$ cat src/rtl/matrix_stream_loader_3x3_pkg.sv
// Shared constants for the 3x3 matrix stream loader: state encodings and frame geometry.
package matrix_stream_loader_3x3_pkg;

    localparam int unsigned M_DEF     = 3;
    localparam int unsigned P_DEF     = 3;
    localparam int unsigned MAT_SIZE  = M_DEF * P_DEF;
    localparam int unsigned ADDR_W    = 4;
    localparam int unsigned FRAME_LEN = 2 * MAT_SIZE;

    localparam logic [1:0] S_LOAD_A = 2'd0;
    localparam logic [1:0] S_LOAD_B = 2'd1;
    localparam logic [1:0] S_START  = 2'd2;
    localparam logic [1:0] S_WAIT   = 2'd3;

endpackage

$ cat src/rtl/matrix_stream_loader_3x3.sv
// Stream feeder for the 3x3 add/sub calculator: loads A then B from a valid/ready stream,
// starts the calculator and waits for done, with frame length and timeout checking.
module matrix_stream_loader_3x3
    import matrix_stream_loader_3x3_pkg::*;
#(
    parameter int unsigned M          = M_DEF,
    parameter int unsigned P          = P_DEF,
    parameter int unsigned DATA_WIDTH = 32,
    parameter int unsigned TIMEOUT    = 64
) (
    input  logic                  clk,
    input  logic                  rst,
    input  logic [DATA_WIDTH-1:0] s_data,
    input  logic                  s_valid,
    output logic                  s_ready,
    input  logic                  s_last,
    input  logic                  op_in,
    output logic [DATA_WIDTH-1:0] a_in,
    output logic [ADDR_W-1:0]     a_addr,
    output logic                  a_wen,
    output logic [DATA_WIDTH-1:0] b_in,
    output logic [ADDR_W-1:0]     b_addr,
    output logic                  b_wen,
    output logic                  start,
    output logic                  op,
    input  logic                  calc_done,
    output logic                  busy,
    output logic                  load_err,
    output logic                  calc_timeout,
    output logic [7:0]            frame_count
);

    localparam int unsigned MAT    = M * P;
    localparam int unsigned WCNT_W = $clog2(TIMEOUT + 1);

    localparam logic [ADDR_W-1:0] LAST_IDX = ADDR_W'(MAT - 1);
    localparam logic [WCNT_W-1:0] TMO_LAST = WCNT_W'(TIMEOUT - 1);

    logic [1:0]            state_q, state_d;
    logic [ADDR_W-1:0]     idx_q, idx_d;
    logic [WCNT_W-1:0]     wcnt_q, wcnt_d;
    logic [DATA_WIDTH-1:0] a_in_q, a_in_d, b_in_q, b_in_d;
    logic [ADDR_W-1:0]     a_addr_q, a_addr_d, b_addr_q, b_addr_d;
    logic                  a_wen_q, a_wen_d, b_wen_q, b_wen_d;
    logic                  start_q, start_d;
    logic                  op_q, op_d;
    logic                  busy_q, busy_d;
    logic                  load_err_q, load_err_d;
    logic                  tmo_q, tmo_d;
    logic [7:0]            fc_q, fc_d;
    logic                  accept;

    // Ready is decoded from the state register alone so it never depends on s_valid.
    assign s_ready = (state_q == S_LOAD_A) || (state_q == S_LOAD_B);
    assign accept  = s_valid && s_ready;

    always_comb begin
        state_d    = state_q;
        idx_d      = idx_q;
        wcnt_d     = wcnt_q;
        a_in_d     = a_in_q;
        a_addr_d   = a_addr_q;
        a_wen_d    = 1'b0;
        b_in_d     = b_in_q;
        b_addr_d   = b_addr_q;
        b_wen_d    = 1'b0;
        start_d    = 1'b0;
        op_d       = op_q;
        busy_d     = busy_q;
        load_err_d = 1'b0;
        tmo_d      = 1'b0;
        fc_d       = fc_q;

        unique case (state_q)
            S_LOAD_A: begin
                if (accept) begin
                    if (s_last) begin
                        // Early end of frame: drop the beat and restart.
                        load_err_d = 1'b1;
                        busy_d     = 1'b0;
                        idx_d      = '0;
                    end else begin
                        a_in_d   = s_data;
                        a_addr_d = idx_q;
                        a_wen_d  = 1'b1;
                        if (idx_q == '0) begin
                            op_d   = op_in;
                            busy_d = 1'b1;
                        end
                        if (idx_q == LAST_IDX) begin
                            idx_d   = '0;
                            state_d = S_LOAD_B;
                        end else begin
                            idx_d = idx_q + 1'b1;
                        end
                    end
                end
            end
            S_LOAD_B: begin
                if (accept) begin
                    if (idx_q == LAST_IDX) begin
                        b_in_d   = s_data;
                        b_addr_d = idx_q;
                        b_wen_d  = 1'b1;
                        idx_d    = '0;
                        if (s_last) begin
                            state_d = S_START;
                        end else begin
                            load_err_d = 1'b1;
                            busy_d     = 1'b0;
                            state_d    = S_LOAD_A;
                        end
                    end else if (s_last) begin
                        load_err_d = 1'b1;
                        busy_d     = 1'b0;
                        idx_d      = '0;
                        state_d    = S_LOAD_A;
                    end else begin
                        b_in_d   = s_data;
                        b_addr_d = idx_q;
                        b_wen_d  = 1'b1;
                        idx_d    = idx_q + 1'b1;
                    end
                end
            end
            S_START: begin
                start_d = 1'b1;
                wcnt_d  = '0;
                state_d = S_WAIT;
            end
            S_WAIT: begin
                // Done takes priority over a coincident timeout.
                if (calc_done) begin
                    fc_d    = fc_q + 8'd1;
                    busy_d  = 1'b0;
                    state_d = S_LOAD_A;
                end else if (wcnt_q == TMO_LAST) begin
                    tmo_d   = 1'b1;
                    busy_d  = 1'b0;
                    state_d = S_LOAD_A;
                end else begin
                    wcnt_d = wcnt_q + WCNT_W'(1);
                end
            end
            default: state_d = S_LOAD_A;
        endcase
    end

    always_ff @(posedge clk or posedge rst) begin
        if (rst) begin
            state_q    <= S_LOAD_A;
            idx_q      <= '0;
            wcnt_q     <= '0;
            a_in_q     <= '0;
            a_addr_q   <= '0;
            a_wen_q    <= 1'b0;
            b_in_q     <= '0;
            b_addr_q   <= '0;
            b_wen_q    <= 1'b0;
            start_q    <= 1'b0;
            op_q       <= 1'b0;
            busy_q     <= 1'b0;
            load_err_q <= 1'b0;
            tmo_q      <= 1'b0;
            fc_q       <= '0;
        end else begin
            state_q    <= state_d;
            idx_q      <= idx_d;
            wcnt_q     <= wcnt_d;
            a_in_q     <= a_in_d;
            a_addr_q   <= a_addr_d;
            a_wen_q    <= a_wen_d;
            b_in_q     <= b_in_d;
            b_addr_q   <= b_addr_d;
            b_wen_q    <= b_wen_d;
            start_q    <= start_d;
            op_q       <= op_d;
            busy_q     <= busy_d;
            load_err_q <= load_err_d;
            tmo_q      <= tmo_d;
            fc_q       <= fc_d;
        end
    end

    assign a_in         = a_in_q;
    assign a_addr       = a_addr_q;
    assign a_wen        = a_wen_q;
    assign b_in         = b_in_q;
    assign b_addr       = b_addr_q;
    assign b_wen        = b_wen_q;
    assign start        = start_q;
    assign op           = op_q;
    assign busy         = busy_q;
    assign load_err     = load_err_q;
    assign calc_timeout = tmo_q;
    assign frame_count  = fc_q;

endmodule

$ cat config.mk
export PLATFORM = sky130hd
export DESIGN_NAME = matrix_stream_loader_3x3
export DESIGN_NICKNAME = d
export VERILOG_FILES = /design/src/rtl/matrix_stream_loader_3x3_pkg.sv /design/src/rtl/matrix_stream_loader_3x3.sv
export SDC_FILE = /design/constraint.sdc
export NUM_CORES = 1
export LEC_CHECK = 0
export ABC_CLOCK_PERIOD_IN_PS = 4700
export CORE_MARGIN = 5
export CORE_UTILIZATION = 50
export CTS_CLUSTER_DIAMETER = 80
export DETAILED_ROUTE_END_ITERATION = 10
export PLACE_DENSITY_LB_ADDON = 0.3
export SETUP_SLACK_MARGIN = 0.5
export SLEW_MARGIN = 5
export SYNTH_ARGS = -nofsm -noshare
export SYNTH_HDL_FRONTEND = slang
export SYNTH_SLANG_ARGS = --single-unit
export TNS_END_PERCENT = 20
$ cat constraint.sdc
create_clock -name clk -period 4.7 [get_ports clk]
set_input_delay 0.47 -clock clk [delete_from_list [all_inputs] [get_ports clk]]
set_output_delay 0.47 -clock clk [all_outputs]
set_load 0.005 [all_outputs]
# Word-level counts from Yosys, hierarchy flattened

Index checks and enable logic that the tools add are counted.

Output and inout bits: 88
Word-level logic and storage cells: 99
RAM bits: 0
Bits in registers: 100
Bits in latches: 0
Input bits: 38
Memories kept: 0
ROM bits: 0

Add/subtract/negate cells: 3
Equality and inequality tests: 16
Div/mod/pow operators: 0
Magnitude comparators: 0
Shift-type cells: 0
Multiply operators: 0
Reductions and logical operators: 15
Multiplexer cells: 49
Bitwise operators: 1

Operator list:

| kind                  | count |
|---|---|
| $mux W32              | 2 |
| $mux W4               | 8 |
| $mux W1               | 23 |
| $mux W2               | 9 |
| $mux W7               | 2 |
| $pmux W7 S2           | 1 |
| $reduce_and A3 Y1     | 4 |
| $ne A2 B2 Y1 const B  | 5 |
| $add A8 B1 Y8 const B | 1 |
| $pmux W2 S4           | 1 |
| $pmux W4 S2           | 1 |
| $add A7 B1 Y7 const B | 1 |
| $eq A7 B6 Y1 const B  | 1 |
| $reduce_and A7 Y1     | 1 |
| $ne A3 B2 Y1 const B  | 2 |
| $ne A3 B3 Y1 const B  | 2 |
| $reduce_and A6 Y1     | 1 |
| $add A4 B1 Y4 const B | 1 |
| $eq A2 B2 Y1 const B  | 2 |
| $eq A4 B4 Y1 const B  | 1 |
| $logic_not A4 Y1      | 1 |
| $ne A2 B1 Y1 const B  | 2 |
| $reduce_and A4 Y1     | 1 |
| $reduce_bool A2 Y1    | 2 |
| other kinds (9)       | 9 |

# Logic depth before layout (Yosys ltp)

Gate-level depths: netlist of run 1.

Depth after elaboration: 5
Mapped depth: 8
Gate-level depth less buffers: 7

# Least setup slack after synthesis of run 1

No wires, ideal clock.

Path kind: flip-flop to flip-flop
Start: register idx_q[0]
End: register b_in_q[0] (netlist: b_in[0])
Period minus slack after synthesis: 1.898 ns
Setup slack: 2.802 ns
Setup time: 0.125 ns
Path buffers: 2
Required time: 4.575 ns
Stages on the path, launching flop included: 9
Arrival time: 1.773 ns
Path through: dfrtp_1 > inv_1 > ha_1 > nand3b_1 > ha_1 > nor3b_1 > buf_4 > buf_4 > mux2_2

Cells in the longest elaborated chain, start to end: 3
Elaborated cells on any way between the ends: 4
Those cells by class: eq/ne (2); mux (1); reduce/logical (1)

RTL lines:

| what                        | line                            | RTL |
|---|---|---|
| start, declared             | matrix_stream_loader_3x3.sv:40  | `logic [ADDR_W-1:0] idx_q, idx_d;` |
| start signal, assigned      | matrix_stream_loader_3x3.sv:168 | `idx_q <= idx_d;` |
| $eq A4 B4 Y1 (*)            | matrix_stream_loader_3x3.sv:101 | `if (idx_q == LAST_IDX) begin` |
| $ne A2 B1 Y1 (no line)      | n/a                             |  |
| $reduce_and A3 Y1 (no line) | n/a                             |  |
| end signal, assigned        | matrix_stream_loader_3x3.sv:173 | `b_in_q <= b_in_d;` |
| end, declared               | matrix_stream_loader_3x3.sv:42  | `logic [DATA_WIDTH-1:0] a_in_q, a_in_d, b_in_q, b_in_d;` |

Every way passes the cells marked *; elsewhere a longest branch is shown, timed or not.
A chain may end at the register's enable or synchronous reset.

==> results of run 1 <==
-- how the worst max path moves through the flow --
stage,endpoint,cells after the start
finish,a_in[27]$_DFFE_PP0P_,4
global route,a_in[27]$_DFFE_PP0P_,4
CTS,a_in[27]$_DFFE_PP0P_,4
detailed placement,a_in[11]$_DFFE_PP0P_,5
global placement,a_in[13]$_DFFE_PP0P_,5
floorplan,asynchronous set/reset pin,1
-- cells in the final DEF, fill, tap and decap left out, drive strengths merged, types with 4 or more instances in the layout --
cell type	count
clkbuf	11
clkdlybuf4s50	125
inv	8
nand2	12
nor3	5
o21ai	5
nand3	11
dfrtp	100
ha	6
xor2	4
nor2	5
a21oi	4
mux2	74
xnor2	4
-- routing by layer --
| layer | vias up | track usage, % | part of all wire [%] |
|---|---|---|---|
| met2 | 92 | 29.04 | 49 |
| met5 | - | 0 | 0 |
| li1 | 1263 | - | - |
| met3 | 8 | 5.351 | 7.3 |
| met1 | 1362 | 23.41 | 42 |
| met4 | 0 | 6.303 | 1.1 |
-- logic make-up (layout without fill, tap and decap cells) --
logic type / count (synthesis) / in the layout / share of synthesized area [%]
multiplexers: 74 / 74 / 20.65
adder cells (fa/ha/maj): 6 / 6 / 1.860
AO/OA/AOI/OAI: 25 / 25 / 4.620
flip-flops: 100 / 100 / 62.02
buffers and inverters: 21 / 153 / 2.760
XOR/XNOR: 8 / 8 / 1.736
AND/OR/NAND/NOR: 49 / 49 / 6.357
-- worst max-delay path, cell delays in order, from the launching register on --
cell	delay (ps)
dfrtp_1	540
nand2b_1	410
nor3_2	670
buf_4	470
mux2_2	380
-- report_power, final --
group / total [mW] / switching (mW) / internal, mW
sequential: 1.43 / 0.233 / 1.20
combinational: 1.22 / 0.375 / 0.849
clock: 0.532 / 0.284 / 0.249
-- through the flow --
stage               total power [mW]  hold WS, ps  setup WS [ps]  instances  utilization (%)
global route                   3.395        521.6           1903        517            71.44
finish                         3.191        488.0           2087        517            71.44
detailed placement             2.706        469.2           1706        501            68.96
CTS                            3.244        485.8           2064        517            71.44
global placement               2.651        474.6           1804        501            68.96
floorplan                      1.907        468.3           1611        283                -
-- layout make-up --
class	count	area (µm²)	area share, %
sequential	100	2502	44.86
multi-input combinational	162	1431	25.66
timing repair buffer	128	1286	23.06
clock buffer	11	131.4	2.355
tap	102	127.6	2.288
clock inverter	5	62.56	1.122
inverter	9	36.28	0.6505
-- sequential cells by signal (all words and copies together) (netlist names), 4 cells and up, named ones only --
name / flops
a_addr: 4
a_in: 32
b_addr: 4
b_in: 32
frame_count: 8
idx_q: 4
wcnt_q: 7
==> qor.yml, run 1 <==
synthesis:
  synth_most_common_cell: "dfrtp_1"
  synth_area_per_cell_um2: 14.26
  syn_area_um2: 4035
  ys_async_sr_fraction_pct: 100.0
  ys_ff_latch: 100
  yosys-top-cells-area: "dfrtp_1, mux2_2, ha_1"
  syn_nets: 327
  synth_common_cells: "dfrtp_1, mux2_2, nand2_1"
  ys_warn_count: 0
  synthFlopType: "dfrtp_1"
  yosys.area.top_type_share_pct: 62.02
  synth_enable_flop_cells: 0
  ys_types: 41
  yosysTopAreaCell: "dfrtp_1"
  synth_cells: 283
  ys_seq_area_share_pct: 62.02
critical_path:
  r2r_cells: 4
  worstPathArrival_ps: 2840
  cp_data_required_time_ps: 4930
  ff2ff_setup_slack_ps: 2090
  cp-start-kind: "flop"
  cp_max_fo: 28
  r2r_end: "a_in[27]$_DFFE_PP0P_"
  critPathCaptureType: "flop"
  path_class: "reg2reg"
layout:
  stdcell_area_um2: 5578
  drive_above_1_share_pct: 24.10
  fin_nets: 454
  area_growth_pct: 38.23
  n_antenna_cell: 0
  nFillCells: 570
run:
  maxCapViolations: 0
routing:
  vias_per_cell: 5.271
  postRouteWirelength_mm: 8.719
  drtAntennaViolNets: 0
  routedWlPerCell_um: 16.86
  drc: 0
  num_vias: 2725
  dr.pass1.iters: 4
  drtIter0Drc: 81
clock_network:
  clock_latency_ps: 350
  cts_max_path_buffers: 2
  postCtsSetupBuffers: 0
  clk_pin_slew_ps: 100
  numCtsBuffers: 9
  htreeDepth: 3
  cts-root-buf: "clkbuf_8"
  ctsHoldBuffers: 0
  cts.sinks: 100
  cts_resized: 0
  cts_tree: "built"
placed_design:
  dp_hpwl_mm: 6.335
  dpl-instance-area_um2: 5384
  numPortBuffers: 125
  finalWeightedCongestion: 0.8111
run_status:
  status: "complete, no violations"
floorplanning:
  chipHeight_um: 99.84
  die_w_um: 99.84
  num_io_pins: 126
  design.die.area_um2: 9967
  placeableCoreArea_um2: 7807
  num_rows: 32
  start_util_pct: 51.68
timing:
  finalMaxSlewViolations: 0
  tns_ps: 0
  fin_skew_ps: 13.36
  max_slew_margin_pct: 41.84
  final-setup-viol-count: 0
  period_minus_slack_ps: 2613
  rsz0062_at_grt: "false"
  finalHoldViolCount: 0
  worst_pin_slew_ps: 868.6
  period_share_pct: 55.59
  fmax_mhz: 382.8
hold_path:
  hold_path_depth: 1
  hold_path_end: "frame_count[7]$_DFFE_PP0P_"
  hp-class: "reg2reg"
  hp-start: "frame_count[7]$_DFFE_PP0P_"
grt:
  grt_pass1_vias: 2794
  grtUsageTotal_pct: 18.06
  grt_pass1_wl_mm: 14.39
  antenna_found_initial: 0
  gr-total-overflow: 0
  grt_max_degree: 69
power_and_ir_drop:
  power_density_nw_per_um2: 572.1
  ir_drop_mv: 0.3266
  p_leak_nw: 2.357
(Power assumes the default switching activity.)
==> run 2, diff against run 1 <==
Settings changed: ABC_CLOCK_PERIOD_IN_PS 4700 to 2400, CORE_UTILIZATION 50 to 42.
Clock period 4.7 ns to 2.4 ns, I/O delays scaled along.
==> qor.yml, run 2 (synthesized netlist as in run 1, its figures left out) <==
critical_path:
  cp_data_required_time_ps: 2650  # was 4930 ps
  path_class: "reg2reg"  # unchanged
  critPathCaptureType: "flop"  # unchanged
  r2r_cells: 8  # was 4
  worstPathArrival_ps: 2190  # was 2840 ps
  cp-start-kind: "flop"  # unchanged
  cp_max_fo: 11  # was 28
floorplanning:
  start_util_pct: 43.46  # was 51.68%
  design.die.area_um2: 11670  # was 9967 µm²
  chipHeight_um: 108.0  # was 99.84 µm
  num_rows: 35  # was 32
  die_w_um: 108.0  # was 99.84 µm
  placeableCoreArea_um2: 9284  # was 7807 µm²
  num_io_pins: 126  # unchanged
power_and_ir_drop:
  ir_drop_mv: 0.5490  # was 0.3266 mV
  power_frac_comb_pct: 41.7  # was 38.4%
  intPower_mw: 4.631  # was 2.300 mW
  p_leak_nw: 2.522  # was 2.357 nW
  power_density_nw_per_um2: 1098  # was 572.1 nW/µm²
  p_switching_mw: 1.869  # was 0.8913 mW
  seqPwrFrac_pct: 42.5  # was 45.0%
  clkPwrFrac_pct: 15.8  # was 16.7%
  p_sw_share_pct: 28.76  # was 27.93%
grt:
  met3_usage_pct: 4.776  # was 5.351%
  gr-max-usage-layer: "met2"  # unchanged
  grt_pass1_wl_mm: 14.99  # was 14.39 mm
  gr-usage-met1_pct: 21.16  # was 23.41%
  grt_max_degree: 40  # was 69
  grtUsageTotal_pct: 16.27  # was 18.06%
  grt_pass1_vias: 2902  # was 2794
  antenna_found_initial: 0  # unchanged
  grtUsageMet2_pct: 26.07  # was 29.04%
  gr-total-overflow: 0  # unchanged
layout:
  area_growth_pct: 46.73  # was 38.23%
  final_cell_mix: "clkdlybuf4s50_1, dfrtp_1, mux2_2"  # unchanged
  drive_above_1_share_pct: 29.43  # was 24.10%
  final_util_pct: 63.77  # was 71.44%
  final_common_cell: "clkdlybuf4s50_1"  # unchanged
  n_antenna_cell: 0  # unchanged
  fin_nets: 474  # was 454
timing:
  tns_ps: 0  # unchanged
  final-setup-viol-count: 0  # unchanged
  max_slew_margin_pct: 55.90  # was 41.84%
  period_minus_slack_ps: 1942  # was 2613 ps
  finalHoldViolCount: 0  # unchanged
  rsz0062_at_grt: "true"  # was false
  finalMaxSlewViolations: 0  # unchanged
  period_share_pct: 80.93  # was 55.59%
  worst_pin_slew_ps: 660.1  # was 868.6 ps
  fmax_mhz: 514.9  # was 382.8 MHz
  fin_skew_ps: 16.99  # was 13.36 ps
placed_design:
  numPortBuffers: 125  # unchanged
  finalWeightedCongestion: 0.7695  # was 0.8111
  dp_hpwl_mm: 6.483  # was 6.335 mm
run:
  maxCapViolations: 0  # unchanged
clock_network:
  numCtsBuffers: 9  # unchanged
  htreeDepth: 3  # unchanged
  cts.sinks: 100  # unchanged
  clk_pin_slew_ps: 110  # was 100 ps
  clock_latency_ps: 350  # about the same
  cts-root-buf: "clkbuf_8"  # unchanged
  cts_tree: "built"  # unchanged
  cts_max_path_buffers: 2  # unchanged
hold_path:
  hp-class: "in2async"  # was reg2reg
routing:
  num_vias: 2800  # was 2725
  postRouteWirelength_mm: 9.549  # was 8.719 mm
  drc: 0  # unchanged
  drtAntennaViolNets: 0  # unchanged
  dr.pass1.iters: 4  # unchanged
  drtIter0Drc: 204  # was 81
  vias_per_cell: 4.965  # was 5.271
  routedWlPerCell_um: 16.93  # was 16.86 µm
run_status:
  status: "complete, no violations"  # unchanged
run 2: cell count changes in the layout (fill, tap and decap cells not counted), moves of 2 or more:
cell | previous run | this run
mux2_2 | 74 | 60
mux2_4 | 0 | 14
buf_4 | 2 | 14
inv_1 | 7 | 4
inv_2 | 0 | 3
buf_12 | 1 | 3
buf_6 | 0 | 2
buf_8 | 0 | 2
clkbuf_1 | 2 | 0
ha_1 | 6 | 4
inv_6 | 0 | 2
run 2: layout make-up:
cell class	count	area, µm²
Fill cell	720	3363
Tap cell	129	161.4
Sequential cell	100	2504
Clock inverter	6	53.80
Clock buffer	10	137.6
Inverter	9	37.54
Multi-Input combinational cell	162	1505
Timing Repair Buffer	148	1521
run 2: final timing paths:
check,from,to,slack (ps)
max in group asynchronous,rst,a_in[10]$_DFFE_PP0P_,1470
min reg2reg,frame_count[7]$_DFFE_PP0P_,frame_count[7]$_DFFE_PP0P_,500
min,rst,a_in[30]$_DFFE_PP0P_,320
min in group clk,frame_count[7]$_DFFE_PP0P_,frame_count[7]$_DFFE_PP0P_,500
max,idx_q[1]$_DFFE_PP0P_,b_in[22]$_DFFE_PP0P_,460
max reg2reg,idx_q[1]$_DFFE_PP0P_,b_in[22]$_DFFE_PP0P_,460
run 2: worst max-delay path: stages (launching register included):
cell	delay, ps
dfrtp_1	410
inv_2	80
ha_4	130
nand3b_1	120
ha_2	230
nor3b_4	230
buf_6	180
buf_16	140
mux2_2	330
run 2: power groups by stage:
stage          registers (mW)  logic [mW]  clock network (mW)
2_1_floorplan            2.79       0.943                   0
3_3_place_gp             2.77        2.48                   0
3_5_place_dp             2.80        2.54                   0
4_1_cts                  2.76        2.65                1.07
5_1_grt                  2.85        2.92                1.12
6_report                 2.76        2.71                1.02
run 2: timing repair:
action,in CTS,in global routing
resized for setup,15,15
setup endpoints to repair,37,47
buffers inserted,8,2
cloned,2,1
hold buffers,0,0
hold endpoints to repair,0,0
pin swaps,1,2
run 2: per-layer routing:
layer / vias to the layer above / routed length (µm) / share of wire (%)
li1: 1300 / - / -
met1: 1391 / 4165 / 44
met2: 97 / 4491 / 47
met3: 12 / 736 / 7.7
met4: 0 / 155 / 1.6
met5: - / 0 / 0
run 2: metrics by stage:
stage          hold slack (ps)  std cells  cell area [µm²]  total power [mW]  setup slack (ps)
3_3_place_gp             476.4        535             5497             5.245             301.2
3_5_place_dp             488.3        535             5497             5.343             233.0
2_1_floorplan            312.1        283             4039             3.735             502.3
6_report                 316.0        564             5921             6.500             457.8
4_1_cts                  324.6        561             5828             6.477             445.1
5_1_grt                  350.2        564             5921             6.904             360.6
